<file path="src/rtl/axi_master_pkg.sv">
// axi_master_pkg: shared types and constants for the AXI burst master.
// Holds the FSM state encoding, AXI burst/response codes and resp_max().
package axi_master_pkg;

   typedef enum logic [2:0] {
      IDLE,
      WADDR,
      WDATA,
      WRESP,
      RADDR,
      RDATA,
      DONE
   } state_t;

   localparam logic [1:0] BURST_INCR  = 2'b01;

   localparam logic [1:0] RESP_OKAY   = 2'b00;
   localparam logic [1:0] RESP_EXOKAY = 2'b01;
   localparam logic [1:0] RESP_SLVERR = 2'b10;
   localparam logic [1:0] RESP_DECERR = 2'b11;

   // Numerically larger AXI RESP codes are the more severe outcome.
   function automatic logic [1:0] resp_max(
      input logic [1:0] a,
      input logic [1:0] b
   );
      return (a > b) ? a : b;
   endfunction

endpackage

</file>
<file path="src/rtl/AXI_INF.sv">
// AXI_INF: AXI4 bus bundle with master (M) and slave (S) views.
// Only the signals the burst master and its slave models need.
interface AXI_INF #(
   parameter int unsigned ADDR_W = 32,
   parameter int unsigned DATA_W = 32,
   parameter int unsigned ID_W   = 4
);
   localparam int unsigned STRB_W = DATA_W / 8;

   logic [ID_W-1:0]   WR_ADDR_ID;
   logic [ADDR_W-1:0] WR_ADDR;
   logic [7:0]        WR_ADDR_LEN;
   logic [2:0]        WR_ADDR_SIZE;
   logic [1:0]        WR_ADDR_BURST;
   logic              WR_ADDR_VALID;
   logic              WR_ADDR_READY;

   logic [DATA_W-1:0] WR_DATA;
   logic [STRB_W-1:0] WR_STRB;
   logic              WR_DATA_LAST;
   logic              WR_DATA_VALID;
   logic              WR_DATA_READY;

   logic [ID_W-1:0]   WR_BACK_ID;
   logic [1:0]        WR_BACK_RESP;
   logic              WR_BACK_VALID;
   logic              WR_BACK_READY;

   logic [ID_W-1:0]   RD_ADDR_ID;
   logic [ADDR_W-1:0] RD_ADDR;
   logic [7:0]        RD_ADDR_LEN;
   logic [2:0]        RD_ADDR_SIZE;
   logic [1:0]        RD_ADDR_BURST;
   logic              RD_ADDR_VALID;
   logic              RD_ADDR_READY;

   logic [ID_W-1:0]   RD_BACK_ID;
   logic [DATA_W-1:0] RD_DATA;
   logic [1:0]        RD_DATA_RESP;
   logic              RD_DATA_LAST;
   logic              RD_DATA_VALID;
   logic              RD_DATA_READY;

   modport M (
      output WR_ADDR_ID, WR_ADDR, WR_ADDR_LEN, WR_ADDR_SIZE,
      output WR_ADDR_BURST, WR_ADDR_VALID,
      input  WR_ADDR_READY,
      output WR_DATA, WR_STRB, WR_DATA_LAST, WR_DATA_VALID,
      input  WR_DATA_READY,
      input  WR_BACK_ID, WR_BACK_RESP, WR_BACK_VALID,
      output WR_BACK_READY,
      output RD_ADDR_ID, RD_ADDR, RD_ADDR_LEN, RD_ADDR_SIZE,
      output RD_ADDR_BURST, RD_ADDR_VALID,
      input  RD_ADDR_READY,
      input  RD_BACK_ID, RD_DATA, RD_DATA_RESP, RD_DATA_LAST,
      input  RD_DATA_VALID,
      output RD_DATA_READY
   );

   modport S (
      input  WR_ADDR_ID, WR_ADDR, WR_ADDR_LEN, WR_ADDR_SIZE,
      input  WR_ADDR_BURST, WR_ADDR_VALID,
      output WR_ADDR_READY,
      input  WR_DATA, WR_STRB, WR_DATA_LAST, WR_DATA_VALID,
      output WR_DATA_READY,
      output WR_BACK_ID, WR_BACK_RESP, WR_BACK_VALID,
      input  WR_BACK_READY,
      input  RD_ADDR_ID, RD_ADDR, RD_ADDR_LEN, RD_ADDR_SIZE,
      input  RD_ADDR_BURST, RD_ADDR_VALID,
      output RD_ADDR_READY,
      output RD_BACK_ID, RD_DATA, RD_DATA_RESP, RD_DATA_LAST,
      output RD_DATA_VALID,
      input  RD_DATA_READY
   );

endinterface

</file>
<file path="src/rtl/axi_master_watchdog.sv">
// axi_master_watchdog: stall counter for the burst master.
// expire pulses after TIMEOUT active cycles with no kick.
module axi_master_watchdog #(
   parameter int unsigned TIMEOUT = 1024
) (
   input  logic clk,
   input  logic rst,
   input  logic active,
   input  logic kick,
   output logic expire
);
   localparam int unsigned CW = $clog2(TIMEOUT + 1);

   logic [CW-1:0] cnt;

   always_ff @(posedge clk) begin
      if (rst || !active || kick) begin
         cnt <= '0;
      end else begin
         cnt <= cnt + 1'b1;
      end
   end

   assign expire = active && !kick && (cnt == CW'(TIMEOUT - 1));

endmodule

</file>
<file path="src/rtl/axi_master_burst.sv">
// axi_master_burst: command-driven AXI4 INCR burst master.
// Define AXI_MASTER_TIMEOUT_EN to add the stall watchdog.
module axi_master_burst
   import axi_master_pkg::*;
#(
   parameter logic [3:0]  ID      = 4'd0,
   parameter int unsigned ADDR_W  = 32,
   parameter int unsigned DATA_W  = 32,
   parameter int unsigned TIMEOUT = 1024
) (
   input  logic              clk,
   input  logic              rst,
   input  logic              cmd_valid,
   output logic              cmd_ready,
   input  logic              cmd_write,
   input  logic [ADDR_W-1:0] cmd_addr,
   input  logic [7:0]        cmd_len,
   input  logic [DATA_W-1:0] wdat,
   input  logic              wdat_valid,
   output logic              wdat_ready,
   output logic [DATA_W-1:0] rdat,
   output logic              rdat_last,
   output logic              rdat_valid,
   input  logic              rdat_ready,
   output logic              done,
   output logic [1:0]        done_resp,
   output logic              done_err,
   AXI_INF.M                 AXI_M
);
   localparam logic [2:0] SIZE = 3'($clog2(DATA_W / 8));

   state_t            state;
   logic [ADDR_W-1:0] addr_q;
   logic [7:0]        len_q;
   logic [7:0]        beat_cnt;
   logic [1:0]        resp_acc;
   logic              err_q;
   logic              wa_valid_q;
   logic              ra_valid_q;
   logic              wb_ready_q;

   logic       last_beat;
   logic       in_wdata;
   logic       in_rdata;
   logic       wa_hs;
   logic       ra_hs;
   logic       wd_hs;
   logic       wb_hs;
   logic       rd_hs;
   logic       rd_beat_err;
   logic [1:0] rd_resp_nxt;
   logic       timeout;

   assign last_beat = (beat_cnt == len_q);
   assign in_wdata  = (state == WDATA);
   assign in_rdata  = (state == RDATA);

   assign AXI_M.WR_ADDR_ID    = ID;
   assign AXI_M.WR_ADDR       = addr_q;
   assign AXI_M.WR_ADDR_LEN   = len_q;
   assign AXI_M.WR_ADDR_SIZE  = SIZE;
   assign AXI_M.WR_ADDR_BURST = BURST_INCR;
   assign AXI_M.WR_ADDR_VALID = wa_valid_q;

   assign AXI_M.WR_DATA       = wdat;
   assign AXI_M.WR_STRB       = '1;
   assign AXI_M.WR_DATA_LAST  = in_wdata && last_beat;
   assign AXI_M.WR_DATA_VALID = in_wdata && wdat_valid;
   assign wdat_ready          = in_wdata && AXI_M.WR_DATA_READY;
   assign AXI_M.WR_BACK_READY = wb_ready_q;

   assign AXI_M.RD_ADDR_ID    = ID;
   assign AXI_M.RD_ADDR       = addr_q;
   assign AXI_M.RD_ADDR_LEN   = len_q;
   assign AXI_M.RD_ADDR_SIZE  = SIZE;
   assign AXI_M.RD_ADDR_BURST = BURST_INCR;
   assign AXI_M.RD_ADDR_VALID = ra_valid_q;

   assign AXI_M.RD_DATA_READY = in_rdata && rdat_ready;
   assign rdat                = AXI_M.RD_DATA;
   assign rdat_valid          = in_rdata && AXI_M.RD_DATA_VALID;
   assign rdat_last           = in_rdata && last_beat;

   assign wa_hs = wa_valid_q && AXI_M.WR_ADDR_READY;
   assign ra_hs = ra_valid_q && AXI_M.RD_ADDR_READY;
   assign wd_hs = in_wdata && wdat_valid && AXI_M.WR_DATA_READY;
   assign wb_hs = wb_ready_q && AXI_M.WR_BACK_VALID;
   assign rd_hs = in_rdata && AXI_M.RD_DATA_VALID && rdat_ready;

   assign rd_beat_err = (AXI_M.RD_BACK_ID != ID) ||
                        (AXI_M.RD_DATA_LAST != last_beat);
   assign rd_resp_nxt = resp_max(resp_acc, AXI_M.RD_DATA_RESP);

`ifdef AXI_MASTER_TIMEOUT_EN
   logic wd_active;
   logic wd_kick;

   assign wd_active = (state != IDLE) && (state != DONE);
   assign wd_kick   = wa_hs || ra_hs || wd_hs || wb_hs || rd_hs;

   axi_master_watchdog #(
      .TIMEOUT (TIMEOUT)
   ) u_watchdog (
      .clk    (clk),
      .rst    (rst),
      .active (wd_active),
      .kick   (wd_kick),
      .expire (timeout)
   );
`else
   logic unused_timeout;

   assign timeout        = 1'b0;
   assign unused_timeout = ^TIMEOUT;
`endif

   always_ff @(posedge clk) begin
      if (rst) begin
         state      <= IDLE;
         cmd_ready  <= 1'b0;
         addr_q     <= '0;
         len_q      <= '0;
         beat_cnt   <= '0;
         resp_acc   <= RESP_OKAY;
         err_q      <= 1'b0;
         wa_valid_q <= 1'b0;
         ra_valid_q <= 1'b0;
         wb_ready_q <= 1'b0;
         done       <= 1'b0;
         done_resp  <= RESP_OKAY;
         done_err   <= 1'b0;
      end else if (timeout) begin
         state      <= DONE;
         wa_valid_q <= 1'b0;
         ra_valid_q <= 1'b0;
         wb_ready_q <= 1'b0;
         done       <= 1'b1;
         done_resp  <= RESP_SLVERR;
         done_err   <= 1'b1;
      end else begin
         done <= 1'b0;
         unique case (state)
            IDLE: begin
               cmd_ready <= 1'b1;
               if (cmd_valid && cmd_ready) begin
                  cmd_ready  <= 1'b0;
                  addr_q     <= cmd_addr;
                  len_q      <= cmd_len;
                  beat_cnt   <= '0;
                  resp_acc   <= RESP_OKAY;
                  err_q      <= 1'b0;
                  wa_valid_q <= cmd_write;
                  ra_valid_q <= !cmd_write;
                  state      <= cmd_write ? WADDR : RADDR;
               end
            end
            WADDR: begin
               if (wa_hs) begin
                  wa_valid_q <= 1'b0;
                  state      <= WDATA;
               end
            end
            WDATA: begin
               if (wd_hs) begin
                  beat_cnt <= beat_cnt + 1'b1;
                  if (last_beat) begin
                     wb_ready_q <= 1'b1;
                     state      <= WRESP;
                  end
               end
            end
            WRESP: begin
               if (wb_hs) begin
                  wb_ready_q <= 1'b0;
                  done       <= 1'b1;
                  done_resp  <= AXI_M.WR_BACK_RESP;
                  done_err   <= err_q || (AXI_M.WR_BACK_ID != ID);
                  state      <= DONE;
               end
            end
            RADDR: begin
               if (ra_hs) begin
                  ra_valid_q <= 1'b0;
                  state      <= RDATA;
               end
            end
            RDATA: begin
               if (rd_hs) begin
                  beat_cnt <= beat_cnt + 1'b1;
                  resp_acc <= rd_resp_nxt;
                  err_q    <= err_q || rd_beat_err;
                  // The counted length, not the slave's LAST, ends the burst.
                  if (last_beat) begin
                     done      <= 1'b1;
                     done_resp <= rd_resp_nxt;
                     done_err  <= err_q || rd_beat_err;
                     state     <= DONE;
                  end
               end
            end
            DONE: begin
               cmd_ready <= 1'b1;
               state     <= IDLE;
            end
            default: state <= IDLE;
         endcase
      end
   end

endmodule

</file>
<file path="src/flat_wrapper.sv">
// flat-port wrapper written by rule: the top's interface ports become plain ports
module axi_master_burst_flat import axi_master_pkg::*;
#(
   parameter logic [3:0]  ID      = 4'd0,
   parameter int unsigned ADDR_W  = 32,
   parameter int unsigned DATA_W  = 32,
   parameter int unsigned TIMEOUT = 1024
)
  (clk, rst, cmd_valid, cmd_ready, cmd_write, cmd_addr, cmd_len, wdat, wdat_valid, wdat_ready, rdat, rdat_last, rdat_valid, rdat_ready, done, done_resp, done_err, AXI_M_WR_ADDR_ID, AXI_M_WR_ADDR, AXI_M_WR_ADDR_LEN, AXI_M_WR_ADDR_SIZE, AXI_M_WR_ADDR_BURST, AXI_M_WR_ADDR_VALID, AXI_M_WR_ADDR_READY, AXI_M_WR_DATA, AXI_M_WR_STRB, AXI_M_WR_DATA_LAST, AXI_M_WR_DATA_VALID, AXI_M_WR_DATA_READY, AXI_M_WR_BACK_ID, AXI_M_WR_BACK_RESP, AXI_M_WR_BACK_VALID, AXI_M_WR_BACK_READY, AXI_M_RD_ADDR_ID, AXI_M_RD_ADDR, AXI_M_RD_ADDR_LEN, AXI_M_RD_ADDR_SIZE, AXI_M_RD_ADDR_BURST, AXI_M_RD_ADDR_VALID, AXI_M_RD_ADDR_READY, AXI_M_RD_BACK_ID, AXI_M_RD_DATA, AXI_M_RD_DATA_RESP, AXI_M_RD_DATA_LAST, AXI_M_RD_DATA_VALID, AXI_M_RD_DATA_READY);
  AXI_INF #(.ADDR_W(ADDR_W), .DATA_W(DATA_W), .ID_W(4)) AXI_M_i ();
  input  logic clk;
  input  logic rst;
  input  logic cmd_valid;
  output logic cmd_ready;
  input  logic cmd_write;
  input  logic [ADDR_W-1:0] cmd_addr;
  input  logic [7:0] cmd_len;
  input  logic [DATA_W-1:0] wdat;
  input  logic wdat_valid;
  output logic wdat_ready;
  output logic [DATA_W-1:0] rdat;
  output logic rdat_last;
  output logic rdat_valid;
  input  logic rdat_ready;
  output logic done;
  output logic [1:0] done_resp;
  output logic done_err;
  output wire logic [$bits(AXI_M_i.WR_ADDR_ID)-1:0] AXI_M_WR_ADDR_ID;
  output wire logic [$bits(AXI_M_i.WR_ADDR)-1:0] AXI_M_WR_ADDR;
  output wire logic [$bits(AXI_M_i.WR_ADDR_LEN)-1:0] AXI_M_WR_ADDR_LEN;
  output wire logic [$bits(AXI_M_i.WR_ADDR_SIZE)-1:0] AXI_M_WR_ADDR_SIZE;
  output wire logic [$bits(AXI_M_i.WR_ADDR_BURST)-1:0] AXI_M_WR_ADDR_BURST;
  output wire logic [$bits(AXI_M_i.WR_ADDR_VALID)-1:0] AXI_M_WR_ADDR_VALID;
  input wire logic [$bits(AXI_M_i.WR_ADDR_READY)-1:0] AXI_M_WR_ADDR_READY;
  output wire logic [$bits(AXI_M_i.WR_DATA)-1:0] AXI_M_WR_DATA;
  output wire logic [$bits(AXI_M_i.WR_STRB)-1:0] AXI_M_WR_STRB;
  output wire logic [$bits(AXI_M_i.WR_DATA_LAST)-1:0] AXI_M_WR_DATA_LAST;
  output wire logic [$bits(AXI_M_i.WR_DATA_VALID)-1:0] AXI_M_WR_DATA_VALID;
  input wire logic [$bits(AXI_M_i.WR_DATA_READY)-1:0] AXI_M_WR_DATA_READY;
  input wire logic [$bits(AXI_M_i.WR_BACK_ID)-1:0] AXI_M_WR_BACK_ID;
  input wire logic [$bits(AXI_M_i.WR_BACK_RESP)-1:0] AXI_M_WR_BACK_RESP;
  input wire logic [$bits(AXI_M_i.WR_BACK_VALID)-1:0] AXI_M_WR_BACK_VALID;
  output wire logic [$bits(AXI_M_i.WR_BACK_READY)-1:0] AXI_M_WR_BACK_READY;
  output wire logic [$bits(AXI_M_i.RD_ADDR_ID)-1:0] AXI_M_RD_ADDR_ID;
  output wire logic [$bits(AXI_M_i.RD_ADDR)-1:0] AXI_M_RD_ADDR;
  output wire logic [$bits(AXI_M_i.RD_ADDR_LEN)-1:0] AXI_M_RD_ADDR_LEN;
  output wire logic [$bits(AXI_M_i.RD_ADDR_SIZE)-1:0] AXI_M_RD_ADDR_SIZE;
  output wire logic [$bits(AXI_M_i.RD_ADDR_BURST)-1:0] AXI_M_RD_ADDR_BURST;
  output wire logic [$bits(AXI_M_i.RD_ADDR_VALID)-1:0] AXI_M_RD_ADDR_VALID;
  input wire logic [$bits(AXI_M_i.RD_ADDR_READY)-1:0] AXI_M_RD_ADDR_READY;
  input wire logic [$bits(AXI_M_i.RD_BACK_ID)-1:0] AXI_M_RD_BACK_ID;
  input wire logic [$bits(AXI_M_i.RD_DATA)-1:0] AXI_M_RD_DATA;
  input wire logic [$bits(AXI_M_i.RD_DATA_RESP)-1:0] AXI_M_RD_DATA_RESP;
  input wire logic [$bits(AXI_M_i.RD_DATA_LAST)-1:0] AXI_M_RD_DATA_LAST;
  input wire logic [$bits(AXI_M_i.RD_DATA_VALID)-1:0] AXI_M_RD_DATA_VALID;
  output wire logic [$bits(AXI_M_i.RD_DATA_READY)-1:0] AXI_M_RD_DATA_READY;
  assign AXI_M_WR_ADDR_ID = AXI_M_i.WR_ADDR_ID;
  assign AXI_M_WR_ADDR = AXI_M_i.WR_ADDR;
  assign AXI_M_WR_ADDR_LEN = AXI_M_i.WR_ADDR_LEN;
  assign AXI_M_WR_ADDR_SIZE = AXI_M_i.WR_ADDR_SIZE;
  assign AXI_M_WR_ADDR_BURST = AXI_M_i.WR_ADDR_BURST;
  assign AXI_M_WR_ADDR_VALID = AXI_M_i.WR_ADDR_VALID;
  assign AXI_M_i.WR_ADDR_READY = AXI_M_WR_ADDR_READY;
  assign AXI_M_WR_DATA = AXI_M_i.WR_DATA;
  assign AXI_M_WR_STRB = AXI_M_i.WR_STRB;
  assign AXI_M_WR_DATA_LAST = AXI_M_i.WR_DATA_LAST;
  assign AXI_M_WR_DATA_VALID = AXI_M_i.WR_DATA_VALID;
  assign AXI_M_i.WR_DATA_READY = AXI_M_WR_DATA_READY;
  assign AXI_M_i.WR_BACK_ID = AXI_M_WR_BACK_ID;
  assign AXI_M_i.WR_BACK_RESP = AXI_M_WR_BACK_RESP;
  assign AXI_M_i.WR_BACK_VALID = AXI_M_WR_BACK_VALID;
  assign AXI_M_WR_BACK_READY = AXI_M_i.WR_BACK_READY;
  assign AXI_M_RD_ADDR_ID = AXI_M_i.RD_ADDR_ID;
  assign AXI_M_RD_ADDR = AXI_M_i.RD_ADDR;
  assign AXI_M_RD_ADDR_LEN = AXI_M_i.RD_ADDR_LEN;
  assign AXI_M_RD_ADDR_SIZE = AXI_M_i.RD_ADDR_SIZE;
  assign AXI_M_RD_ADDR_BURST = AXI_M_i.RD_ADDR_BURST;
  assign AXI_M_RD_ADDR_VALID = AXI_M_i.RD_ADDR_VALID;
  assign AXI_M_i.RD_ADDR_READY = AXI_M_RD_ADDR_READY;
  assign AXI_M_i.RD_BACK_ID = AXI_M_RD_BACK_ID;
  assign AXI_M_i.RD_DATA = AXI_M_RD_DATA;
  assign AXI_M_i.RD_DATA_RESP = AXI_M_RD_DATA_RESP;
  assign AXI_M_i.RD_DATA_LAST = AXI_M_RD_DATA_LAST;
  assign AXI_M_i.RD_DATA_VALID = AXI_M_RD_DATA_VALID;
  assign AXI_M_RD_DATA_READY = AXI_M_i.RD_DATA_READY;
  axi_master_burst #(.ID(ID), .ADDR_W(ADDR_W), .DATA_W(DATA_W), .TIMEOUT(TIMEOUT)) u_core (.clk(clk), .rst(rst), .cmd_valid(cmd_valid), .cmd_ready(cmd_ready), .cmd_write(cmd_write), .cmd_addr(cmd_addr), .cmd_len(cmd_len), .wdat(wdat), .wdat_valid(wdat_valid), .wdat_ready(wdat_ready), .rdat(rdat), .rdat_last(rdat_last), .rdat_valid(rdat_valid), .rdat_ready(rdat_ready), .done(done), .done_resp(done_resp), .done_err(done_err), .AXI_M(AXI_M_i));
endmodule
</file>
<file path="config.mk">
export PLATFORM = sky130hd
export DESIGN_NAME = axi_master_burst_flat
export DESIGN_NICKNAME = d
export VERILOG_FILES = /design/src/rtl/axi_master_pkg.sv /design/src/rtl/AXI_INF.sv /design/src/rtl/axi_master_watchdog.sv /design/src/rtl/axi_master_burst.sv /design/src/flat_wrapper.sv
export SDC_FILE = /design/constraint.sdc
export NUM_CORES = 1
export LEC_CHECK = 0
export ABC_AREA = 1
export BUFFER_PORTS_ARGS = -buffer_cell sky130_fd_sc_hd__buf_4
export CORE_AREA = 2 2 120 122
export DETAILED_ROUTE_END_ITERATION = 8
export DIE_AREA = 0 0 122 124
export PLACE_DENSITY = 0.62
export SETUP_SLACK_MARGIN = 0.05
export SLEW_MARGIN = 20
export SYNTH_ARGS = -nofsm -noshare
export SYNTH_HDL_FRONTEND = slang
export SYNTH_HIERARCHICAL = 1
export SYNTH_SLANG_ARGS = --single-unit
</file>
<file path="constraint.sdc">
create_clock -name clk -period 4.6 [get_ports clk]
set_clock_uncertainty 0.15 [all_clocks]
set_input_delay 0.92 -clock clk [delete_from_list [all_inputs] [get_ports clk]]
set_output_delay 0.92 -clock clk [all_outputs]
set_load 0.02 [all_outputs]
</file>
==> metrics.txt <==
outcome finished clean; count of hold buffers inserted by post-cts repair 0; sequential fraction of the synthesis area 0.3233; final weighted congestion in routability-driven placement roughly 0.8; multi-input combinational cell area 1506 µm²; leak pwr 2.266 nW; vertical extent of the die about 120 µm; clock transition at the registers of the reported paths 50 ps; average cell area after synthesis 7.298 µm²; starting density of the core 0.2798; area of the die around 15,000 µm²; clock root buffer sky130_fd_sc_hd__clkbuf_16; Vias/cell 4.206; count of clock tree sinks between 60 and 70; ANT nets after route 0; Hold Fails Final Rpt 0; Resized Gates After CTS 0; residual overflow from global routing 0; P&R area growth vs syn 20.18%; most instantiated flip-flop cell in the synthesis netlist sky130_fd_sc_hd__dfxtp_1; cell area after technology mapping approximately 3800 µm²; capturing point of the worst reg2reg path u_core/beat_cnt[4]$_SDFFE_PP0P_; drt wl/cell between 10 and 15 µm; Final nets 706; final count of negative-setup-slack endpoints 0; port buffer count approximately 160; DIE WIDTH 122 µm; Stages on worst setup path 6; async set-or-reset flop fraction in the synthesized netlist 0; critical path data arrival time 1570 ps; Iteration-0 DRC Markers between 100 and 150; cell count of the worst reg-to-reg path 8; number of H-tree levels 3; ratio of final minimum period to clock period 0.5746; count of boundary I/O pins 308; setup slack, reg-to-reg between 2000 and 2500 ps; Clock Path Buffers 2; critical path type reg2out; Max Clk Rate between 300 and 400 MHz; count of unique library cells instantiated by Yosys 34; Critical Path Sink Type output pin; Post-CTS Setup Bufs 0; peak ir drop on the vdd network 202.1 µV; Yosys top cell area share 0.3233; count leader, synth sky130_fd_sc_hd__buf_4; global-route usage over all layers 0.1264; worst-path cell chain xnor2_1 > nand2_1 > nor2_1 > nand2_1 > nor2_1 > buf_4; vias after detailed routing 3,188; placed cell count 743; number of buffers and inverters on the critical path 1; RSZ-0062 raised after global routing false; Crit path largest cell delay 430 ps; HPWL Detailed slightly above 7 mm; sort of element at the start of the critical path flop; HP Class reg2reg; site row count between 40 and 50; count of yosys warnings during synthesis 6; sequential standard cell area 1241 µm²; remaining routing DRC violations 0; top post-synthesis cells by area sky130_fd_sc_hd__dfxtp_1, sky130_fd_sc_hd__buf_4, sky130_fd_sc_hd__nor2_1, sky130_fd_sc_hd__o21ai_0, sky130_fd_sc_hd__nand2_1; CTS tree done; TritonRoute pass-1 iters 4; crit path max-delay cell type sky130_fd_sc_hd__dfxtp_1; number of synthesized flops with an enable pin 0; reg2reg start u_core/state[1]$_SDFFE_PP0P_; overall routed net length 9.729 mm; kind of cell adding the most delay to the critical path simple AND/OR/NAND/NOR gates; Total Negative Setup Slacks 0 ps; non-filler instance count after layout 758; Cells after Synth 526; dominant cell type by area after synthesis sky130_fd_sc_hd__dfxtp_1; Worst Setup EP rdat_last; power density relative to cell area 535.1 nW/µm²; number of antenna violations at the first check in global routing 0; crit path max fanout 6; CP startpoint u_core/beat_cnt[2]$_SDFFE_PP0P_; share of post-route cells with drive strength above 1 0.3495; most numerous cell types in the synthesized netlist sky130_fd_sc_hd__buf_4, sky130_fd_sc_hd__nor2_1, sky130_fd_sc_hd__dfxtp_1; total of max-cap violations 0; CP Data Required Time 3530 ps; wire length of the first global-routing pass 14.54 mm; largest net degree at the start of global routing between 40 and 50; number of register bits inferred by synthesis 62; Core Area 13,720 µm²; clock buffer count from CTS 9; number of filler cells placed in the layout 1,500; number of global-route vias before repair 2,889; pin slew with the least headroom to its limit 789.8 ps; Max Transition Viols Final 0; remaining max-slew budget at the tightest pin 0.4727; Final Critical Period 2643 ps; later-pin clock latency in the skew report between 300 and 400 ps; total inserted antenna cells 0
==> through the flow <==
stage / area (µm²) / util / power, mW / setup WS (ps) / hold WS, ps
finish: 4613 / 0.3363 / 2.468 / 1957 / 329.5
global route: 4613 / 0.3363 / 2.632 / 1794 / 349.9
CTS: 4613 / 0.3363 / 2.517 / 1911 / 331.5
detailed placement: 4309 / 0.3141 / 1.775 / 1734 / 323.0
global placement: 4309 / 0.3141 / 1.771 / 1749 / 313.5
floorplan: 3914 / - / 1.560 / 2253 / 295.2
==> cell usage in the layout, fill, tap and decap left out, drive strengths merged <==
cell / n
buf: 158
nor2: 109
dfxtp: 62
o21ai: 54
nand2: 52
inv: 40
a21oi: 27
conb: 22
clkbuf: 10
nor3: 10
nand3: 7
xnor2: 5
nand4: 4
ha: 4
clkinv: 3
bufinv: 2
xor2: 2
nand3b: 2
o22ai: 2
o21bai: 1
nor3b: 1
a211oi: 1
==> metal layers <==
metal	share of wire	vias up	global-route usage
met4	0.030	0	0.08046
met2	0.45	166	0.1962
met1	0.43	1387	0.1526
met5	0	-	0
li1	-	1607	-
met3	0.094	28	0.03800
==> worst min-delay path: stages (launching register included) <==
cell and delay, ps:
sky130_fd_sc_hd__dfxtp_1 330, sky130_fd_sc_hd__inv_1 50, sky130_fd_sc_hd__a21oi_1 50
==> registers in the layout (all words and copies together) (netlist names), 2 cells and up <==
register	flops
u_core/AXI_M.RD_ADDR	32
u_core/AXI_M.RD_ADDR_LEN	8
u_core/beat_cnt	8
u_core/done_resp	2
u_core/resp_acc	2
u_core/state	3
==> area by class of cell <==
cell class / instances / area share
multi-input combinational: 303 / 0.3266
tap: 180 / 0.04882
clock buffer: 10 / 0.04963
sequential: 62 / 0.2691
clock inverter: 5 / 0.01627
inverter: 40 / 0.03255
timing repair buffer: 158 / 0.2571
==> cell families (layout without fill, tap and decap cells) <==
group / after synthesis / in the layout / synth area share
other: 2 / 22 / 0.001956
xor gates and xnor gates: 7 / 7 / 0.01597
AOI/OAI and AO/OA: 85 / 85 / 0.1206
adders and majority gates: 4 / 4 / 0.01304
DFF: 62 / 62 / 0.3233
and+or+nand+nor: 185 / 185 / 0.2213
buffers and inverters: 181 / 213 / 0.3038
==> worst min-delay path by stage <==
stage / from / endpoint / slack [ps] / cells past startpoint
floorplan: u_core/resp_acc[0]$_SDFFE_PP0P_ / u_core/resp_acc[0]$_SDFFE_PP0P_ / 300 / 2
global placement: u_core/resp_acc[0]$_SDFFE_PP0P_ / u_core/resp_acc[0]$_SDFFE_PP0P_ / 310 / 2
detailed placement: u_core/AXI_M.WR_BACK_READY$_SDFFE_PP0P_ / u_core/AXI_M.WR_BACK_READY$_SDFFE_PP0P_ / 320 / 2
CTS: u_core/AXI_M.WR_BACK_READY$_SDFFE_PP0P_ / u_core/AXI_M.WR_BACK_READY$_SDFFE_PP0P_ / 330 / 2
global route: u_core/AXI_M.WR_BACK_READY$_SDFFE_PP0P_ / u_core/AXI_M.WR_BACK_READY$_SDFFE_PP0P_ / 350 / 2
finish: u_core/AXI_M.WR_BACK_READY$_SDFFE_PP0P_ / u_core/AXI_M.WR_BACK_READY$_SDFFE_PP0P_ / 330 / 2
==> power breakdown <==
group          total [mW]  internal [mW]  switching [mW]
Clock               0.714          0.468           0.246
Combinational        1.01          0.385           0.623
Sequential          0.746          0.644           0.102
Total                2.47           1.50           0.972
Note: power is estimated with default switching activity, not from simulation.
